### src/rtl/mcf_subframe_sched_if.sv
// Settings write bus plus packet-request handshake shared by the McF scheduler and its source datapath.
// master: the scheduler side; slave: the settings writer / datapath side.
interface mcf_subframe_sched_if;
    logic        set_stb;
    logic [7:0]  set_addr;
    logic [31:0] set_data;
    logic        pkt_req_valid;
    logic        pkt_req_ready;
    logic [15:0] pkt_req_len;
    logic        pkt_req_sof;
    logic        pkt_req_eob;

    modport master (
        input  set_stb, set_addr, set_data, pkt_req_ready,
        output pkt_req_valid, pkt_req_len, pkt_req_sof, pkt_req_eob
    );

    modport slave (
        output set_stb, set_addr, set_data, pkt_req_ready,
        input  pkt_req_valid, pkt_req_len, pkt_req_sof, pkt_req_eob
    );
endinterface

### src/rtl/mcf_subframe_sched.sv
// Paced packet scheduler for the McF sample source: sample-rate credit accounting,
// per-packet length requests, subframe boundary (sof) and end-of-burst (eob) marking.
module mcf_subframe_sched (
    input  logic                        ce_clk,
    input  logic                        ce_rst,
    mcf_subframe_sched_if.master        bus,
    output logic                        sample_tick,
    output logic                        running,
    output logic [31:0]                 subframe_cnt,
    output logic                        overrun,
    output logic                        cfg_err
);
    localparam logic [7:0] SR_ENABLE         = 8'd129;
    localparam logic [7:0] SR_SAMPLE_LEN_1MS = 8'd130;
    localparam logic [7:0] SR_SPP            = 8'd131;
    localparam logic [7:0] SR_CLK_DIV        = 8'd132;

    typedef enum logic [1:0] {IDLE, WAIT, REQ} state_t;
    state_t state, state_nxt;

    logic [15:0] spp, slen, div;
    logic        en;
    logic [15:0] div_eff, div_cnt, div_lat;
    logic [15:0] credit, credit_inc, rem, rem_after, len;
    logic        stop_pend, sof_pend;
    logic        wr_en, start, start_bad, tick, fire, hs;
    logic        unused_cfg;

    always_ff @(posedge ce_clk or posedge ce_rst) begin
        if (ce_rst) begin
            spp  <= '0;
            slen <= '0;
            div  <= '0;
            en   <= 1'b0;
        end else if (bus.set_stb) begin
            case (bus.set_addr)
                SR_ENABLE:         en   <= bus.set_data[0];
                SR_SAMPLE_LEN_1MS: slen <= bus.set_data[15:0];
                SR_SPP:            spp  <= bus.set_data[15:0];
                SR_CLK_DIV:        div  <= bus.set_data[15:0];
                default: ;
            endcase
        end
    end

    assign unused_cfg = ^{bus.set_data[31:16], en};

    assign wr_en      = bus.set_stb && (bus.set_addr == SR_ENABLE);
    assign start      = (state == IDLE) && wr_en && bus.set_data[0] && (spp != '0) && (slen != '0);
    assign start_bad  = (state == IDLE) && wr_en && bus.set_data[0] && ((spp == '0) || (slen == '0));
    assign div_eff    = (div == '0) ? 16'd1 : div;
    // div_lat holds the period in force, so a new divider only lands at a wrap
    assign tick       = (state != IDLE) && (div_cnt == div_lat - 16'd1);
    assign credit_inc = (tick && credit != 16'hFFFF) ? credit + 16'd1 : credit;
    assign len        = (spp < rem) ? spp : rem;
    assign fire       = (state == WAIT) && (credit_inc >= len);
    assign hs         = (state == REQ) && bus.pkt_req_ready;
    assign rem_after  = rem - bus.pkt_req_len;

    always_ff @(posedge ce_clk or posedge ce_rst) begin
        if (ce_rst) state <= IDLE;
        else        state <= state_nxt;
    end

    always_comb begin
        state_nxt = state;
        case (state)
            IDLE:    if (start) state_nxt = WAIT;
            WAIT:    if (fire)  state_nxt = REQ;
            REQ:     if (hs)    state_nxt = bus.pkt_req_eob ? IDLE : WAIT;
            default: state_nxt = IDLE;
        endcase
    end

    always_comb begin
        running           = (state != IDLE);
        bus.pkt_req_valid = (state == REQ);
        sample_tick       = tick;
    end

    always_ff @(posedge ce_clk or posedge ce_rst) begin
        if (ce_rst) begin
            div_cnt          <= '0;
            div_lat          <= '0;
            credit           <= '0;
            rem              <= '0;
            stop_pend        <= 1'b0;
            sof_pend         <= 1'b0;
            subframe_cnt     <= '0;
            overrun          <= 1'b0;
            cfg_err          <= 1'b0;
            bus.pkt_req_len  <= '0;
            bus.pkt_req_sof  <= 1'b0;
            bus.pkt_req_eob  <= 1'b0;
        end else if (start) begin
            div_cnt      <= '0;
            div_lat      <= div_eff;
            credit       <= '0;
            rem          <= slen;
            stop_pend    <= 1'b0;
            sof_pend     <= 1'b1;
            subframe_cnt <= '0;
            overrun      <= 1'b0;
            cfg_err      <= 1'b0;
        end else if (start_bad) begin
            cfg_err <= 1'b1;
        end else if (state != IDLE) begin
            if (tick) begin
                div_cnt <= '0;
                div_lat <= div_eff;
            end else begin
                div_cnt <= div_cnt + 16'd1;
            end
            if (tick && credit == 16'hFFFF) overrun <= 1'b1;
            if (wr_en) stop_pend <= ~bus.set_data[0];
            if (fire) begin
                bus.pkt_req_len <= len;
                bus.pkt_req_sof <= sof_pend;
                bus.pkt_req_eob <= stop_pend && (len == rem);
            end
            // Credit already covers the request, so the subtraction cannot wrap
            if (hs) begin
                credit <= credit_inc - bus.pkt_req_len;
                if (rem_after == '0) begin
                    subframe_cnt <= subframe_cnt + 32'd1;
                    rem          <= slen;
                    sof_pend     <= 1'b1;
                end else begin
                    rem      <= rem_after;
                    sof_pend <= 1'b0;
                end
            end else begin
                credit <= credit_inc;
            end
        end
    end
endmodule
### src/flat_wrapper.sv
// flat-port wrapper written by rule: the top's interface ports become plain ports
module mcf_subframe_sched_flat 
  (ce_clk, ce_rst, sample_tick, running, subframe_cnt, overrun, cfg_err, bus_set_stb, bus_set_addr, bus_set_data, bus_pkt_req_ready, bus_pkt_req_valid, bus_pkt_req_len, bus_pkt_req_sof, bus_pkt_req_eob);
  mcf_subframe_sched_if bus_i ();
  input  logic ce_clk;
  input  logic ce_rst;
  output logic sample_tick;
  output logic running;
  output logic [31:0] subframe_cnt;
  output logic overrun;
  output logic cfg_err;
  input wire logic [$bits(bus_i.set_stb)-1:0] bus_set_stb;
  input wire logic [$bits(bus_i.set_addr)-1:0] bus_set_addr;
  input wire logic [$bits(bus_i.set_data)-1:0] bus_set_data;
  input wire logic [$bits(bus_i.pkt_req_ready)-1:0] bus_pkt_req_ready;
  output wire logic [$bits(bus_i.pkt_req_valid)-1:0] bus_pkt_req_valid;
  output wire logic [$bits(bus_i.pkt_req_len)-1:0] bus_pkt_req_len;
  output wire logic [$bits(bus_i.pkt_req_sof)-1:0] bus_pkt_req_sof;
  output wire logic [$bits(bus_i.pkt_req_eob)-1:0] bus_pkt_req_eob;
  assign bus_i.set_stb = bus_set_stb;
  assign bus_i.set_addr = bus_set_addr;
  assign bus_i.set_data = bus_set_data;
  assign bus_i.pkt_req_ready = bus_pkt_req_ready;
  assign bus_pkt_req_valid = bus_i.pkt_req_valid;
  assign bus_pkt_req_len = bus_i.pkt_req_len;
  assign bus_pkt_req_sof = bus_i.pkt_req_sof;
  assign bus_pkt_req_eob = bus_i.pkt_req_eob;
  mcf_subframe_sched u_core (.ce_clk(ce_clk), .ce_rst(ce_rst), .bus(bus_i), .sample_tick(sample_tick), .running(running), .subframe_cnt(subframe_cnt), .overrun(overrun), .cfg_err(cfg_err));
endmodule
### config.mk
export PLATFORM = sky130hd
export DESIGN_NAME = mcf_subframe_sched_flat
export DESIGN_NICKNAME = d
export VERILOG_FILES = /design/src/rtl/mcf_subframe_sched_if.sv /design/src/rtl/mcf_subframe_sched.sv /design/src/flat_wrapper.sv
export SDC_FILE = /design/constraint.sdc
export NUM_CORES = 1
export LEC_CHECK = 0
export BUFFER_PORTS_ARGS = -buffer_cell sky130_fd_sc_hd__buf_2
export CAP_MARGIN = 20
export CORE_MARGIN = 3
export CORE_UTILIZATION = 45
export CTS_BUF_LIST = sky130_fd_sc_hd__clkbuf_8
export DETAILED_ROUTE_END_ITERATION = 10
export SLEW_MARGIN = 40
export SYNTH_ARGS = -nofsm -noshare
export SYNTH_HDL_FRONTEND = slang
export SYNTH_SLANG_ARGS = --single-unit
### constraint.sdc
create_clock -name ce_clk -period 7.2 [get_ports ce_clk]
set_clock_uncertainty 0.1 [all_clocks]
set_input_delay 1.8 -clock ce_clk [delete_from_list [all_inputs] [get_ports ce_clk]]
set_output_delay 1.8 -clock ce_clk [all_outputs]
set_load 0.05 [all_outputs]
==> flow_summary.yaml, run 1 <==
status:
  outcome: "finished, final reports clean"
power:
  clockPowerShare: 0.128
  p_comb_frac: 0.603
  p_per_area_nw_per_um2: 424
  p_switching_uw: 2640
  p_int_uw: 2630
  seqPwrFrac: 0.269
  p_sw_frac: 0.501
  p_leak_uw: 0.00589
  peakVddDrop_uv: 179
timing:
  fmax_mhz: 171
  fin_crit_sh: 0.813
  setup_viol: 0
  tightest_slew_ns: 0.799
  relSlewSlack: 0.460
  finalHoldViolCount: 0
  slew_violations: 0
  setup-tns-final_ns: 0
  period_minus_slack_ns: 5.85
  rsz0062_at_grt: "no"
synth:
  yosysTopAreaCell: "dfrtp_1"
  syn_nets: 1341
  async_flop_share: 1.00
  synth.ff_latch_count: 168
  syn_area_um2: 11300
  synth_area_leaders: "dfrtp_1, ha_1, mux2_2, nand2_1, o21ai_0"
  synth_ff_type: "dfrtp_1"
  avgSynthCellArea_um2: 9.16
  synthCells: 1230
  synth.distinct_cells: 75
  yosys.area.top_type_share: 0.373
  synth_edf_count: 0
  synth-seq-area-share: 0.373
  yosys_warnings: 0
drt:
  drt.antenna.violating_nets: 0
  vias: 9488
  wl_met3_um: 1350
  dr_wl_met2_um: 14600
  drc: 0
  routed_via_density: 5.81
  dr.pass1.iters: 5
  routed.top_layer: "met4"
  wl_per_cell_um: 18.9
  routed_wl_um: 30900
  drt_iter0_markers: 641
  wl_met1_um: 14400
finish:
  most-common-layout-cells: "dfrtp_1, nand2_1, buf_2"
  nets: 1409
  fillCellCount: 2331
  syn_to_final_growth_pct: 10.3
  antenna_cells: 0
  stdcell_count: 1634
  layout_commonest_cell: "dfrtp_1"
  drive_above_1_share: 0.165
global_routing:
  grt_pass1_wl_um: 49600
  grt_usage: 0.234
  antenna_found_initial: 0
  grt_start_max_net_pins: 68
  grt_pass1_vias: 9055
  grt-ovfl-total: 0
placed_design:
  place_congestion: 0.874
  io_buffers: 82
  dp_hpwl_um: 23400
  dp.cells: 1603
worst_setup_path:
  startpoint_type: "flop"
  required_ns: 7.44
  worstSetupPathType: "flop to flop"
  crit_arrival_ns: 6.09
  slowest_delay_ns: 0.61
  crit_path_end_kind: "flop"
  critPathMaxFanout: 24
  cp_common_cell: "a21oi_1"
  cpMaxStageDelayCell: "or4b_1"
  crit_chain: "inv_1 -> ha_1 -> or4b_1 -> nor4b_1 -> xnor2_1 -> a21oi_1 -> nand4_1 -> nor4_4 -> buf_4 -> mux2i_1 -> inv_1 -> ha_1 -> a21o_1 -> a21o_1 -> a21oi_1 -> o22ai_1 -> o31ai_1 -> a311oi_4 -> buf_4 -> nor2_1 -> a21oi_1"
clock_network:
  cts.hold.buffers_added: 0
  cts_sinks: 168
  clkTransAtPathRegs_ns: 0.10
  cts_made_buffers: 17
  root_buffer: "clkbuf_8"
  cts.htree.levels: 4
  insertion_delay_ns: 0.47
  cts_buffer_depth: 2
  cts_setup_buffers: 0
  ctsResizeCount: 0
  cts_tree: "yes"
floorplan:
  die_w_um: 164
  coreArea_um2: 24500
  die_y_um: 164
  rows: 57
  dieArea_um2: 27000
  ios: 99
  initial_utilization: 0.460
hold_path:
  hold_class: "flop to flop"
job:
  cap_violations: 0
## metrics by stage
| step | hold WS [ns] | area (um2) | power, uW | utilization | worst slack, ns |
|---|---|---|---|---|---|
| after floorplan | 0.341 | 11300 | 3810 | - | 0.753 |
| after global placement | 0.368 | 12000 | 4540 | 0.492 | 1.49 |
| after detailed placement | 0.372 | 12000 | 4580 | 0.492 | 1.41 |
| after CTS | 0.395 | 12400 | 5270 | 0.508 | 1.32 |
| after global routing | 0.414 | 12400 | 5700 | 0.508 | 0.848 |
| final | 0.384 | 12400 | 5280 | 0.508 | 1.35 |
## cell usage after synthesis (8+ instances only)
library cell  number
a21o_1            13
a21oi_1           71
and2_1             8
and3_1            19
clkbuf_1          42
dfrtp_1          168
ha_1              65
inv_1             66
mux2_2            65
mux2i_1           21
nand2_1          134
nand2b_1          14
nand3_1           40
nand4_1           18
nor2_1            71
nor2b_1            8
nor3_1            23
nor4_1            30
o211ai_1          17
o21ai_0           77
o31ai_1           15
or3_1             23
or4_1             14
xnor2_1           42
xor2_1            41
## area by class of cell
| type | instances | area, um2 | area share |
|---|---|---|---|
| Sequential cell | 168 | 4200 | 0.338 |
| Inverter | 66 | 253 | 0.0203 |
| Multi-Input combinational cell | 948 | 6660 | 0.536 |
| Clock inverter | 14 | 144 | 0.0116 |
| Timing Repair Buffer | 97 | 527 | 0.0424 |
| Tap cell | 324 | 405 | 0.0326 |
| Clock buffer | 17 | 234 | 0.0188 |
## routing by layer
| layer | up-vias | GRT usage |
|---|---|---|
| met5 | - | 0 |
| met4 | 0 | 0.0692 |
| met3 | 43 | 0.0378 |
| met2 | 213 | 0.377 |
| met1 | 4610 | 0.325 |
| li1 | 4622 | - |
## power groups by stage
stage / logic, uW / clock network (uW) / registers, uW
floorplan: 2330 / 0 / 1480
global placement: 3110 / 0 / 1430
detailed placement: 3140 / 0 / 1430
CTS: 3160 / 692 / 1420
global route: 3520 / 730 / 1450
finish: 3180 / 676 / 1420
## sequential cells by signal, indices dropped and copies added, names as in the netlist, 2 cells and up
| signal | count |
|---|---|
| u_core.subframe_cnt | 32 |
| u_core.bus.pkt_req_len | 16 |
| u_core.credit | 16 |
| u_core.div | 16 |
| u_core.div_cnt | 16 |
| u_core.div_lat | 16 |
| u_core.rem | 16 |
| u_core.slen | 16 |
| u_core.spp | 16 |
| u_core.state | 2 |
## critical path: cells and delay by family (launching register included)
family	cells	cell delay, ns
xor gates and xnor gates	1	0.17
and+or+nand+nor	5	1.59
buffers and inverters	4	0.71
AOI/OAI and AO/OA	8	1.85
adders and majority gates	2	0.53
DFF	1	0.43
muxes	1	0.34
## worst paths after layout
| path | startpoint | endpoint | slack (ns) | cells past startpoint |
|---|---|---|---|---|
| worst max-delay path | u_core.div_lat[0]$_DFFE_PP0P_ | u_core.bus.pkt_req_len[13]$_DFFE_PP0P_ | 1.35 | 21 |
| worst min-delay path | u_core.sof_pend$_DFFE_PP0P_ | u_core.sof_pend$_DFFE_PP0P_ | 0.38 | 2 |
| worst max register to register | u_core.div_lat[0]$_DFFE_PP0P_ | u_core.bus.pkt_req_len[13]$_DFFE_PP0P_ | 1.35 | 21 |
| worst min register to register | u_core.sof_pend$_DFFE_PP0P_ | u_core.sof_pend$_DFFE_PP0P_ | 0.38 | 2 |
| max in group asynchronous | ce_rst | u_core.div_cnt[5]$_DFFE_PP0P_ | 4.67 | 3 |
| min in group asynchronous | ce_rst | u_core.subframe_cnt[16]$_DFFE_PP0P_ | 1.29 | 2 |
## cells by family (layout without fill, tap and decap cells)
logic type / count (synthesis) / count (layout) / synth area share
compound gates: 269 / 269 / 0.154
xor+xnor: 86 / 86 / 0.0705
fa+ha+maj: 67 / 67 / 0.0758
buf+inv: 114 / 194 / 0.0390
flops: 168 / 168 / 0.373
mux: 86 / 86 / 0.0837
simple gates: 440 / 440 / 0.204
Power figures use the tool's default switching activity.
==> run 2, diff against run 1 <==
--- a/config.mk
+++ b/config.mk
@@ -11,6 +11,7 @@
 export CORE_UTILIZATION = 45
 export CTS_BUF_LIST = sky130_fd_sc_hd__clkbuf_8
 export DETAILED_ROUTE_END_ITERATION = 10
+export PLACE_DENSITY = 0.65
 export SLEW_MARGIN = 40
 export SYNTH_ARGS = -nofsm -noshare
 export SYNTH_HDL_FRONTEND = slang
==> constraint.sdc (replaced) <==
create_clock -name ce_clk -period 4.8 [get_ports ce_clk]
set_clock_uncertainty 0.1 [all_clocks]
set_input_delay 1.2 -clock ce_clk [delete_from_list [all_inputs] [get_ports ce_clk]]
set_output_delay 1.2 -clock ce_clk [all_outputs]
set_load 0.05 [all_outputs]
==> flow_summary.yaml, run 2 (synthesis results as in run 1) <==
timing:
  fmax_mhz: 208
  fin_ws_ns: -0.00576
  setup_viol: 2
  period_minus_slack_ns: 4.81
  setup-tns-final_ns: -0.00690
  finalHoldViolCount: 0
  tightest_slew_ns: 0.809
  relSlewSlack: 0.459
  rsz0062_at_grt: "yes"
  fin_crit_sh: 1.00
  slew_violations: 0
worst_setup_path:
  worstSetupPathType: "flop to flop"
  cpMaxStageDelayCell: "or4_4"
  crit_path_end_kind: "flop"
  slowest_delay_ns: 0.55
  crit_chain: "or4_4 -> or4_4 -> nor3_4 -> xnor2_2 -> nand4_1 -> nor4_4 -> buf_4 -> and4b_2 -> xor2_2 -> buf_4 -> ha_1 -> a211o_1 -> buf_6 -> o31ai_4 -> a311oi_4 -> buf_6 -> buf_12 -> nor2_1 -> a21oi_1"
  startpoint_type: "flop"
  required_ns: 5.04
  critPathMaxFanout: 6
  crit_arrival_ns: 5.04
clock_network:
  insertion_delay_ns: 0.47
  cts_sinks: 168
  root_buffer: "clkbuf_8"
  clkTransAtPathRegs_ns: 0.10
  cts_buffer_depth: 2
  cts_made_buffers: 17
  cts.hold.buffers_added: 0
  cts_tree: "yes"
  cts.htree.levels: 4
finish:
  stdcell_count: 1752
  multiInputGateArea_um2: 7290
  nets: 1527
  ff_latch_area_um2: 4200
  fillCellCount: 2124
  largest_register_ffs: 32
  largest-register: "u_core.subframe_cnt"
  layout_commonest_cell: "dfrtp_1"
  antenna_cells: 0
  most-common-layout-cells: "dfrtp_1, nand2_1, buf_4"
  syn_to_final_growth_pct: 25.5
  drive_above_1_share: 0.298
drt:
  wl_per_cell_um: 19.0
  routed_via_density: 5.85
  drc: 0
  dr.pass1.iters: 5
  drt_iter0_markers: 645
  routed_wl_um: 33400
  drt.antenna.violating_nets: 0
  vias: 10244
floorplan:
  coreArea_um2: 24500
  die_y_um: 164
  ios: 99
  initial_utilization: 0.460
  dieArea_um2: 27000
  rows: 57
  die_w_um: 164
power:
  p_per_area_nw_per_um2: 675
  peakVddDrop_uv: 283
  p_leak_uw: 0.00673
placed_design:
  place_congestion: 0.906
  io_buffers: 82
  dp.cells: 1699
  dp_hpwl_um: 24700
global_routing:
  grt_start_max_net_pins: 89
  grt-ovfl-total: 0
  antenna_found_initial: 0
  grt_pass1_wl_um: 51700
  grt_pass1_vias: 9691
  grt_usage: 0.243
status:
  violations: "setup timing"
  outcome: "complete, but fails checks"
hold_path:
  hold_class: "flop to flop"
job:
  cap_violations: 0
run 2: changes by cell type in the layout (fill, tap and decap cells not counted), sizes merged:
cell      change
buf         +116
bufinv        +3
clkbuf        +2
clkinvlp      -2
inv           -1
run 2: final timing paths:
check,from,endpoint,slack (ns),cells after the start
max in group asynchronous,ce_rst,u_core.subframe_cnt[23]$_DFFE_PP0P_,2.97,4
max,u_core.div_lat[8]$_DFFE_PP0P_,u_core.bus.pkt_req_len[10]$_DFFE_PP0P_,-0.006,19
max reg2reg,u_core.div_lat[8]$_DFFE_PP0P_,u_core.bus.pkt_req_len[10]$_DFFE_PP0P_,-0.006,19
min reg2reg,u_core.sof_pend$_DFFE_PP0P_,u_core.sof_pend$_DFFE_PP0P_,0.40,2
min in group asynchronous,ce_rst,u_core.overrun$_DFFE_PP0P_,0.64,2
min,u_core.sof_pend$_DFFE_PP0P_,u_core.sof_pend$_DFFE_PP0P_,0.40,2
run 2: cell type report:
| type | instances | area share |
|---|---|---|
| multi-input cells | 948 | 0.516 |
| flip-flops and latches | 168 | 0.297 |
| repair buffers | 215 | 0.108 |
| well taps | 324 | 0.0287 |
| inverters | 66 | 0.0178 |
| clock buffers | 17 | 0.0166 |
| clock inverters | 14 | 0.0154 |
run 2: report_power, final:
| group | leakage [uW] | switching, uW | internal, uW |
|---|---|---|---|
| clock | 0.000231 | 604 | 583 |
| sequential | 0.00225 | 379 | 1700 |
| combinational | 0.00425 | 3530 | 2750 |
run 2: through the flow:
| stage | power (uW) | setup WS [ns] | area (um2) | util | hold WS, ns |
|---|---|---|---|---|---|
| floorplan | 5830 | 0.00338 | 11400 | - | 0.341 |
| global placement | 7400 | -0.289 | 12900 | 0.526 | 0.361 |
| detailed placement | 7510 | -0.329 | 12900 | 0.527 | 0.364 |
| CTS | 8990 | 0.00130 | 13600 | 0.555 | 0.390 |
| global route | 10200 | -0.210 | 14100 | 0.578 | 0.424 |
| finish | 9550 | -0.00576 | 14100 | 0.578 | 0.402 |
run 2: worst max-delay path: cells and delay by family, from the launching register on:
| kind | cells | cell delay, ns |
|---|---|---|
| compound gates | 4 | 0.78 |
| xor+xnor | 2 | 0.39 |
| fa+ha+maj | 1 | 0.22 |
| buf+inv | 5 | 0.78 |
| flops | 1 | 0.39 |
| simple gates | 7 | 1.99 |
run 2: metal layers:
metal / share of wire / wire length [um] / GRT usage
met1: 0.44 / 14800 / 0.321
met2: 0.49 / 16500 / 0.418
met3: 0.042 / 1410 / 0.0333
met4: 0.021 / 699 / 0.0650
met5: 0 / 0 / 0
run 2: timing repair:
action | in CTS | in global routing
endpoints found under the setup margin | 26 | 28
gates cloned | 0 | 5
resized for setup | 32 | 94
pin swaps | 19 | 33
buffers inserted | 7 | 11
